## src/rtl/aes_mixcolumns_engine.sv

```systemverilog
// ---------------------------------------------------------------------------
// aes_mixcolumns_engine
//
// Handshaked MixColumns / InvMixColumns engine for a full 128-bit AES state.
// LANES column units are shared across NB = 4/LANES beats. InvMixColumns is
// computed as a 05/04 pre-multiply followed by the forward MixColumns matrix,
// so each lane carries only one full matrix. A per-transaction bypass passes
// the state through unchanged (final round) with the same latency.
//
// Parameters
//   LANES       column units per beat (1, 2 or 4)
//   DECOMP_REG  1 = register between pre-multiply/mux and MixColumns stage
//
// Ports
//   clk         rising-edge clock
//   rst_n       synchronous active-low reset
//   in_valid    input state available
//   in_ready    engine can accept a state (combinational from out_ready)
//   in_state    column c at [127-32c -: 32], row 0 at MSB of each column
//   in_enc_dec  1 = MixColumns, 0 = InvMixColumns (sampled at accept)
//   in_bypass   1 = pass state through unchanged (sampled at accept)
//   out_valid   result held on out_state
//   out_ready   consumer accepts result
//   out_state   result, same packing as in_state
//   busy        high while processing or holding a result
//
// state | meaning
// ------+---------------------------------------------------------------
// IDLE  | waiting for in_valid; in_ready high
// PROC  | issuing beats; leaves after NB + DECOMP_REG cycles
// DONE  | out_valid high, out_state frozen until out_ready
// ---------------------------------------------------------------------------
module aes_mixcolumns_engine #(
    parameter int LANES      = 1,
    parameter int DECOMP_REG = 0
) (
    input  logic         clk,
    input  logic         rst_n,
    input  logic         in_valid,
    output logic         in_ready,
    input  logic [127:0] in_state,
    input  logic         in_enc_dec,
    input  logic         in_bypass,
    output logic         out_valid,
    input  logic         out_ready,
    output logic [127:0] out_state,
    output logic         busy
);

    localparam int NB = 4 / LANES;
    localparam int N  = NB + DECOMP_REG;
    localparam int CW = 3;

    generate
        if (!(LANES == 1 || LANES == 2 || LANES == 4)) begin : g_bad_lanes
            $error("aes_mixcolumns_engine: LANES must be 1, 2 or 4");
        end
        if (!(DECOMP_REG == 0 || DECOMP_REG == 1)) begin : g_bad_decomp
            $error("aes_mixcolumns_engine: DECOMP_REG must be 0 or 1");
        end
    endgenerate

    // -----------------------------------------------------------------------
    // GF(2^8) helpers, polynomial 0x11B
    // -----------------------------------------------------------------------
    function automatic logic [7:0] xtime(input logic [7:0] b);
        return {b[6:0], 1'b0} ^ (b[7] ? 8'h1b : 8'h00);
    endfunction

    function automatic logic [31:0] fwd_mix(input logic [31:0] col);
        logic [7:0] a0, a1, a2, a3;
        logic [7:0] x0, x1, x2, x3;
        logic [7:0] r0, r1, r2, r3;
        a0 = col[31:24];
        a1 = col[23:16];
        a2 = col[15:8];
        a3 = col[7:0];
        x0 = xtime(a0);
        x1 = xtime(a1);
        x2 = xtime(a2);
        x3 = xtime(a3);
        r0 = x0 ^ (x1 ^ a1) ^ a2 ^ a3;
        r1 = a0 ^ x1 ^ (x2 ^ a2) ^ a3;
        r2 = a0 ^ a1 ^ x2 ^ (x3 ^ a3);
        r3 = (x0 ^ a0) ^ a1 ^ a2 ^ x3;
        return {r0, r1, r2, r3};
    endfunction

    // 05/04 pre-multiply: fwd_mix(inv_pre(a)) == InvMixColumns(a)
    function automatic logic [31:0] inv_pre(input logic [31:0] col);
        logic [7:0] a0, a1, a2, a3;
        logic [7:0] q0, q1, q2, q3;
        a0 = col[31:24];
        a1 = col[23:16];
        a2 = col[15:8];
        a3 = col[7:0];
        q0 = xtime(xtime(a0));
        q1 = xtime(xtime(a1));
        q2 = xtime(xtime(a2));
        q3 = xtime(xtime(a3));
        return {q0 ^ a0 ^ q2,
                q1 ^ a1 ^ q3,
                q0 ^ q2 ^ a2,
                q1 ^ q3 ^ a3};
    endfunction

    // -----------------------------------------------------------------------
    // Control state
    // -----------------------------------------------------------------------
    typedef enum logic [1:0] {
        S_IDLE = 2'd0,
        S_PROC = 2'd1,
        S_DONE = 2'd2
    } state_e;

    state_e          state_q, state_d;
    logic [CW-1:0]   cnt_q, cnt_d;
    logic [127:0]    src_q, src_d;
    logic [127:0]    res_q, res_d;
    logic            enc_q, enc_d;
    logic            byp_q, byp_d;
    logic            accept;

    // -----------------------------------------------------------------------
    // Lane datapath
    // -----------------------------------------------------------------------
    logic [31:0]     src_col [4];
    logic [31:0]     lane_a  [LANES];
    logic [31:0]     lane_d  [LANES];
    logic [31:0]     mix_in  [LANES];
    logic [31:0]     lane_r  [LANES];
    logic            issue;
    logic [CW-1:0]   beat_idx;
    logic            wr_en;
    logic [CW-1:0]   wr_beat;

    // With DECOMP_REG the counter runs one past the last beat to drain the
    // pipe register; beat_idx is forced to 0 then so column selects stay
    // in range.
    assign issue    = (state_q == S_PROC) && (cnt_q < CW'(NB));
    assign beat_idx = issue ? cnt_q : '0;

    always_comb begin
        for (int c = 0; c < 4; c++) begin
            src_col[c] = src_q[127 - 32*c -: 32];
        end
        for (int l = 0; l < LANES; l++) begin
            lane_a[l] = src_col[2'(int'(beat_idx) * LANES + l)];
            lane_d[l] = (enc_q || byp_q) ? lane_a[l] : inv_pre(lane_a[l]);
        end
    end

    generate
        if (DECOMP_REG == 1) begin : g_pipe
            logic [31:0]   pipe_q [LANES];
            logic          pipe_vld_q;
            logic [CW-1:0] pipe_beat_q;

            always_ff @(posedge clk) begin
                if (!rst_n) begin
                    pipe_vld_q  <= 1'b0;
                    pipe_beat_q <= '0;
                    for (int l = 0; l < LANES; l++) begin
                        pipe_q[l] <= '0;
                    end
                end else begin
                    pipe_vld_q  <= issue;
                    pipe_beat_q <= beat_idx;
                    if (issue) begin
                        for (int l = 0; l < LANES; l++) begin
                            pipe_q[l] <= lane_d[l];
                        end
                    end
                end
            end

            always_comb begin
                for (int l = 0; l < LANES; l++) begin
                    mix_in[l] = pipe_q[l];
                end
            end

            assign wr_en   = pipe_vld_q;
            assign wr_beat = pipe_beat_q;
        end else begin : g_nopipe
            always_comb begin
                for (int l = 0; l < LANES; l++) begin
                    mix_in[l] = lane_d[l];
                end
            end

            assign wr_en   = issue;
            assign wr_beat = beat_idx;
        end
    endgenerate

    // byp_q/enc_q are stable for the whole transaction: a new accept can
    // only happen in DONE, after the pipe register has drained.
    always_comb begin
        for (int l = 0; l < LANES; l++) begin
            lane_r[l] = byp_q ? mix_in[l] : fwd_mix(mix_in[l]);
        end
    end

    always_comb begin
        res_d = res_q;
        if (wr_en) begin
            for (int l = 0; l < LANES; l++) begin
                res_d[127 - 32*(int'(wr_beat) * LANES + l) -: 32] = lane_r[l];
            end
        end
    end

    // -----------------------------------------------------------------------
    // FSM
    // -----------------------------------------------------------------------
    assign in_ready = rst_n && ((state_q == S_IDLE) ||
                                ((state_q == S_DONE) && out_ready));
    assign accept   = in_valid && in_ready;

    always_comb begin
        state_d = state_q;
        cnt_d   = cnt_q;
        src_d   = src_q;
        enc_d   = enc_q;
        byp_d   = byp_q;

        case (state_q)
            S_IDLE: begin
                state_d = S_IDLE;
            end
            S_PROC: begin
                if (cnt_q == CW'(N - 1)) begin
                    state_d = S_DONE;
                end else begin
                    cnt_d = cnt_q + 1'b1;
                end
            end
            S_DONE: begin
                if (out_ready) begin
                    state_d = S_IDLE;
                end
            end
            default: begin
                state_d = S_IDLE;
            end
        endcase

        // Covers both the IDLE accept and the back-to-back accept in DONE.
        if (accept) begin
            state_d = S_PROC;
            cnt_d   = '0;
            src_d   = in_state;
            enc_d   = in_enc_dec;
            byp_d   = in_bypass;
        end
    end

    always_ff @(posedge clk) begin
        if (!rst_n) begin
            state_q <= S_IDLE;
            cnt_q   <= '0;
            src_q   <= '0;
            res_q   <= '0;
            enc_q   <= 1'b0;
            byp_q   <= 1'b0;
        end else begin
            state_q <= state_d;
            cnt_q   <= cnt_d;
            src_q   <= src_d;
            res_q   <= res_d;
            enc_q   <= enc_d;
            byp_q   <= byp_d;
        end
    end

    assign out_valid = (state_q == S_DONE);
    assign busy      = (state_q != S_IDLE);
    assign out_state = res_q;

endmodule

```

## config.mk

```make
export PLATFORM = sky130hd
export DESIGN_NAME = aes_mixcolumns_engine
export DESIGN_NICKNAME = d
export VERILOG_FILES = /design/src/rtl/aes_mixcolumns_engine.sv
export SDC_FILE = /design/constraint.sdc
export NUM_CORES = 1
export LEC_CHECK = 0
export ABC_AREA = 1
export BUFFER_PORTS_ARGS = -buffer_cell sky130_fd_sc_hd__buf_2
export CORE_UTILIZATION = 30
export CTS_CLUSTER_DIAMETER = 120
export CTS_CLUSTER_SIZE = 28
export DETAILED_ROUTE_END_ITERATION = 12
export GPL_TIMING_DRIVEN = 0
export SYNTH_ARGS = -nofsm -noshare
export SYNTH_HDL_FRONTEND = slang
export SYNTH_SLANG_ARGS = --single-unit
```

## constraint.sdc

```tcl
create_clock -name clk -period 2.54 [get_ports clk]
set_clock_uncertainty 0.1 [all_clocks]
set_input_delay 0.254 -clock clk [delete_from_list [all_inputs] [get_ports clk]]
set_output_delay 0.254 -clock clk [all_outputs]
set_load 0.005 [all_outputs]
```

# After elaboration in Yosys (flattened, before gate mapping)
# Index checks and enable logic that the tools add are counted.
# classes
addsub	3
n_lt_le_gt_ge	2
eq_ne	7
shifts	2
muxes	23
bitwise	39
reduce_logical	12
# op_table
op	count
8-bit bitwise XOR	24
32-bit by 33-bit variable shift with 159-bit output, first input constant	1
32-bit by 33-bit variable part select with 159-bit output	1
128-bit bitwise mux	1
32-bit 2-to-1 mux	4
8-bit by 5-bit bitwise XOR with 8-bit output	12
32-bit binary-select mux with 2-bit select	1
5-bit 2-to-1 mux	12
9-bit negator with 33-bit output	1
7-bit by 8-bit subtractor with 9-bit output, first input constant	1
2-bit AND reduction	3
1-bit logical AND	4
2-bit 2-to-1 mux	2
2-bit by 1-bit inequality test with 1-bit output, second input constant	2
2-bit case mux with 2 select lines	1
3-bit by 1-bit adder with 3-bit output, second input constant	1
3-bit by 2-bit == test with 1-bit output, second input constant	1
2-bit by 3-bit >= comparator with 1-bit output, second input constant	1
3-bit less-than comparator, second input constant	1
3-bit 2-to-1 mux	1
3-bit by 1-bit inequality test with 1-bit output, second input constant	1
3-bit by 2-bit inequality test with 1-bit output, second input constant	1
2-bit by 1-bit == test with 1-bit output, second input constant	1
2-bit == test, second input constant	1
other kinds (7)	9
# word_totals
reg_bits	263
in_bits	134
out_inout_bits	131
elab_cells	95

# Depth between registers and ports, before layout
# logic_depth
ltp_word	23
depth_mapped	27

# Worst setup path before layout
# Ideal clock, no wire load.
# synth_timing
path_type	register to register
startpoint	register state_q[0]
endpoint	register res_q[125] (netlist: out_state[125])
setup_time_ns	0.109
arrival_time_ns	2.474
t_required_ns	2.331
setup_slack_ns	-0.142
path_stages_with_launch	24
cell_sequence	dfxtp_1 > nand2_4 > nor2_8 > nand2_4 > nor2_4 > buf_4 > nand2_1 > nand2_1 > inv_1 > nand2_1 > nand3_1 > nand2_1 > nand2_1 > nand3_1 > nand2_1 > nand2_2 > inv_2 > nand2_1 > nand2_1 > or2_1 > nand3_2 > nand3_1 > nand2_1 > inv_1
# synth_via
elab_chain_cells	21
word_cells_on_any_way	62
cone_classes	add/sub: 2; eq/ne: 1; shift: 2; mux: 19; bitwise: 37; reduce/logical: 1
# synth_rtl
item	line	text
start: declaration	116	state_e state_q, state_d;
start signal: assignment	268	state_q <= state_d;
2-bit by 1-bit == test with 1-bit output (*)	140	assign issue = (state_q == S_PROC) && (cnt_q < CW'(NB));
1-bit logical AND (*)	140	
3-bit 2-to-1 mux	141	assign beat_idx = issue ? cnt_q : '0;
2-bit NOT (not written as such)	148	lane_a[l] = src_col[2'(int'(beat_idx) * LANES + l)];
32-bit binary-select mux with 2-bit select	148	
32-bit 2-to-1 mux (not written as such) (2 in a row)	148	
8-bit by 5-bit bitwise XOR with 8-bit output or 5-bit 2-to-1 mux (tied branches) (2 in a row)	67	return {b[6:0], 1'b0} ^ (b[7] ? 8'h1b : 8'h00);
8-bit bitwise XOR, or another cell as far along	101	return {q0 ^ a0 ^ q2,
8-bit bitwise XOR (on tied branches)	101, 102	
32-bit 2-to-1 mux, or another cell as far along	149	lane_d[l] = (enc_q || byp_q) ? lane_a[l] : inv_pre(lane_a[l]);
5-bit 2-to-1 mux or 32-bit 2-to-1 mux (tied branches)	67, 149	
8-bit by 5-bit bitwise XOR with 8-bit output	67	
8-bit bitwise XOR (on tied branches) (4 in a row)	85, 82	
32-bit 2-to-1 mux	201	lane_r[l] = byp_q ? mix_in[l] : fwd_mix(mix_in[l]);
32-bit by 33-bit variable part select with 159-bit output	209	res_d[127 - 32*(int'(wr_beat) * LANES + l) -: 32] = lane_r[l];
128-bit bitwise mux	209	
end signal: assignment	271	res_q <= res_d;
end: declaration	119	logic [127:0] res_q, res_d;
# Mark *: on every way between the ends. The rest lies on a longest branch, timed or not. The select of a mux whose other input is x is not followed.
# A chain may end at the register's enable or synchronous reset.

# Worst setup path after layout
# layout_timing
startpoint	register state_q[1]
endpoint	register res_q[57] (netlist: out_state[57])
# Same word-level chain as after synthesis.

==> parameters.txt <==
Parameter                              Value

Timing
  Setup violation total in the final timing report ... around 260
  Final worst hold slack ... -0.0181 ns
  Final worst slack ... -0.669 ns
  Number of endpoints with negative hold slack in the final report ... 1
  Final Critical Period ... approximately 3.2 ns
  Crit share post-route ... 126%
  Unrepaired setup endpoints after global routing ... yes
  Slew at the pin closest to its max-slew limit ... 1.03 ns
  Relative max-transition margin ... between 30% and 40%
  Setup TNS ... -105.63 ns
  Maximum clock frequency ... just over 300 MHz
  Final Max Tran Viols ... 0

Yosys
  Number of flops mapped to enable cells by yosys ... 0
  Post-synthesis cell count ... roughly 2,200
  Number of warnings issued by yosys ... 0
  Async set or reset register ratio after synthesis ... 0%
  Combined area of all synthesized cells ... approximately 15,000 sq um
  Post-synthesis cell type count ... 44
  Synthesized netlist net count ... 2,334
  Proportion of synthesized chip area in sequential cells ... between 30% and 40%
  Yosys reg bits ... 263
  Synthesized area per cell ... 6.75 sq um
  Predominant post-synthesis flop cell ... dfxtp_1

Cells and area
  Final instance area ... 20,700 sq um
  Net total in the final layout ... 2,825
  Most frequent cells in the layout ... nand2_1, buf_2, dfxtp_1
  Most frequent standard cell in the layout excluding fill and tap cells ... nand2_1
  Core occupancy in the finished layout ... a little over two fifths
  Fraction of final layout cells sized beyond drive strength 1 ... 25.7%
  Antenna Diode Count ... 0
  Area added between synthesis and finish ... 39.3%

Place
  Routability congestion estimate ... roughly 0.96
  Worst-case setup slack after placement ... -1.18 ns
  Placed Instance Area ... ~17,000 sq um
  Sum of net half-perimeters after detailed placement ... between 40,000 and 50,000 microns
  Port Buf Inserts ... between 200 and 300

CTS
  Root cell of the clock tree ... clkbuf_16
  Max Buffers Root-to-Sink ... 3
  Clock Pin Slew Worst Setup and Hold Paths ... ~0.12 ns
  Clock latency reported for the late side of the worst-skew pair ... ~0.53 ns
  Number of clock sinks ... 263
  Clock tree from TritonCTS ... done
  Number of buffers added by the clock tree synthesis step ... 13
  # H-tree levels ... 1

Routing
  Vias per std cell ... 4.98
  Vias after detailed routing ... 16,713
  Number of design rule violations left after detail routing ... 0
  First DRT Iteration DRCs ... about 1,600
  Number of detailed-routing iterations run before antenna repair ... 6
  Routed length per placed instance ... between 15 and 20 microns
  Routed Antenna Nets ... 0
  Final routed wirelength across all metal layers ... approximately 62,000 microns

Die
  # rows ... 81
  Initial standard-cell utilization of the core ... between 30% and 40%
  Core area ... around 49,000 sq um
  Height of the die ... about 220 microns
  Chip width ... around 220 microns
  Total die area ... between 50,000 and 60,000 sq um
  Top Ports ... approximately 270

Setup path
  Worst setup path category ... reg -> reg
  End of the worst register-to-register path ... out_state[57]
  Depth of the worst register-to-register path ... 21
  Source of the critical timing path ... state_q[1]
  Worst-path maximum fanout ... 7
  Register-to-Register Setup Slack ... -0.67 ns
  Critical path arrival ... ~3.5 ns
  Reg-to-reg critical path startpoint ... state_q[1]
  Crit path launch type ... register
  Worst EP required ... roughly 2.8 ns
  Critical Path Sink Type ... register

Hold path
  Worst Hold Endpoint ... byp_q
  Hold wc startpoint ... in_bypass
  Cell depth of the worst hold path ... 3
  Worst Hold Class ... in -> reg

Power
  Cell leakage power ... between 9 and 10 nW
  Power density over cell area ... approximately 600 nW/um^2
  Maximum vdd drop ... 0.000423 V

Flow run
  Max-cap violation count ... 0

Status
  Run status ... finished, violations left
  Violations in the final reports ... hold timing, setup timing

Global route
  Via count of the first global-routing pass ... between 15,000 and 20,000
  Total routing resource utilization after global routing ... 24.0%
  Maximum number of pins on one net before global-route repair ... 30
  Total overflow reported by the global router ... 0
  Global-route wire length before repair ... between 90,000 and 100,000 microns
  Antenna violations before repair ... 0
-- repair_timing --
action,CTS,global route
setup endpoints to repair,257,263
pin swaps,67,23
cloned,4,0
hold buffers,127,0
hold endpoints to repair,127,0
buffers inserted,70,12
resized for setup,182,59
-- cell type report --
type	count	area (sq um)
flip-flops and latches	263	5280
well taps	664	831
multi-input cells	1598	9210
clock buffers	14	329
repair buffers	476	3430
inverters	214	815
plain buffers	123	751
fillers	5099	28200
clock inverters	2	20.0
-- through the flow --
stage                     total power, mW  hold WS [ns]  instances
after floorplan                      7.60         0.321       2198
after global placement               8.92         0.339       3125
after detailed placement             9.00         0.350       3125
after CTS                            12.1       0.00259       3342
after global routing                 13.1        0.0130       3354
final                                12.4       -0.0181       3354
-- per-layer routing --
layer | GRT usage (%) | vias to the layer above | wire length, microns
met2 | 41.0 | 660 | 28400
met3 | 2.44 | 128 | 3540
met5 | 0 | - | 0
met1 | 30.7 | 7837 | 26900
li1 | - | 8088 | -
met4 | 10.1 | 0 | 2880
-- synthesized netlist by cell type (19+ instances only) --
library cell  instances  area share [%]
nor2_1               27            0.68
clkbuf_1             70             1.8
nand3_1             204             6.9
a21oi_1             207             7.0
nand4_1              43             1.8
nand2_2              49             2.1
dfxtp_1             263              35
o21ai_0             187             6.3
nand3_2              19             1.3
o21a_1               56             2.8
nand2_1             677              17
inv_1               200             5.1
xor2_1               38             2.2
-- where the power goes --
part / switching (mW) / internal (mW)
clock: 1.42 / 0.958
sequential: 0.0858 / 4.33
combinational: 3.61 / 2.01
total: 5.12 / 7.29
-- critical path, cell delays in order, from the launching register on --
cell and delay, ns:
dfxtp_4 0.38, inv_4 0.08, nand2_4 0.07, nor2_8 0.14
buf_12 0.13, nand2_8 0.07, nor2_4 0.19, buf_4 0.14
nand2_1 0.09, nand4_1 0.18, nand2_1 0.09, nand2_2 0.12
nand3_1 0.13, nand2_4 0.18, nand2_2 0.10, nand2_4 0.12
xor2_4 0.20, nand2_1 0.10, nand3_1 0.07, nand3_1 0.09
nand2_2 0.18, a21oi_1 0.08
-- logic make-up (layout without fill, tap and decap cells) --
family	after synthesis	in the layout	synth area share (%)
xor gates and xnor gates	64	64	4.54
and+or+nand+nor	1065	1065	32.9
adders and majority gates	2	2	0.169
AOI/OAI and AO/OA	467	467	16.9
buffers and inverters	337	829	9.99
DFF	263	263	35.5
-- worst max path at each step --
stage / end
after global placement: out_state[34]
after global routing: out_state[5]
after CTS: out_state[57]
final: out_state[57]
after detailed placement: out_state[66]
after floorplan: out_state[116]
-- flip-flops by register name, summed over array words and instances (netlist names) --
register / count
out_state: 128
src_col: 128
cnt_q: 3
state_q: 2
byp_q: 1
enc_q: 1
No activity file was read; power rests on OpenSTA's default activity.
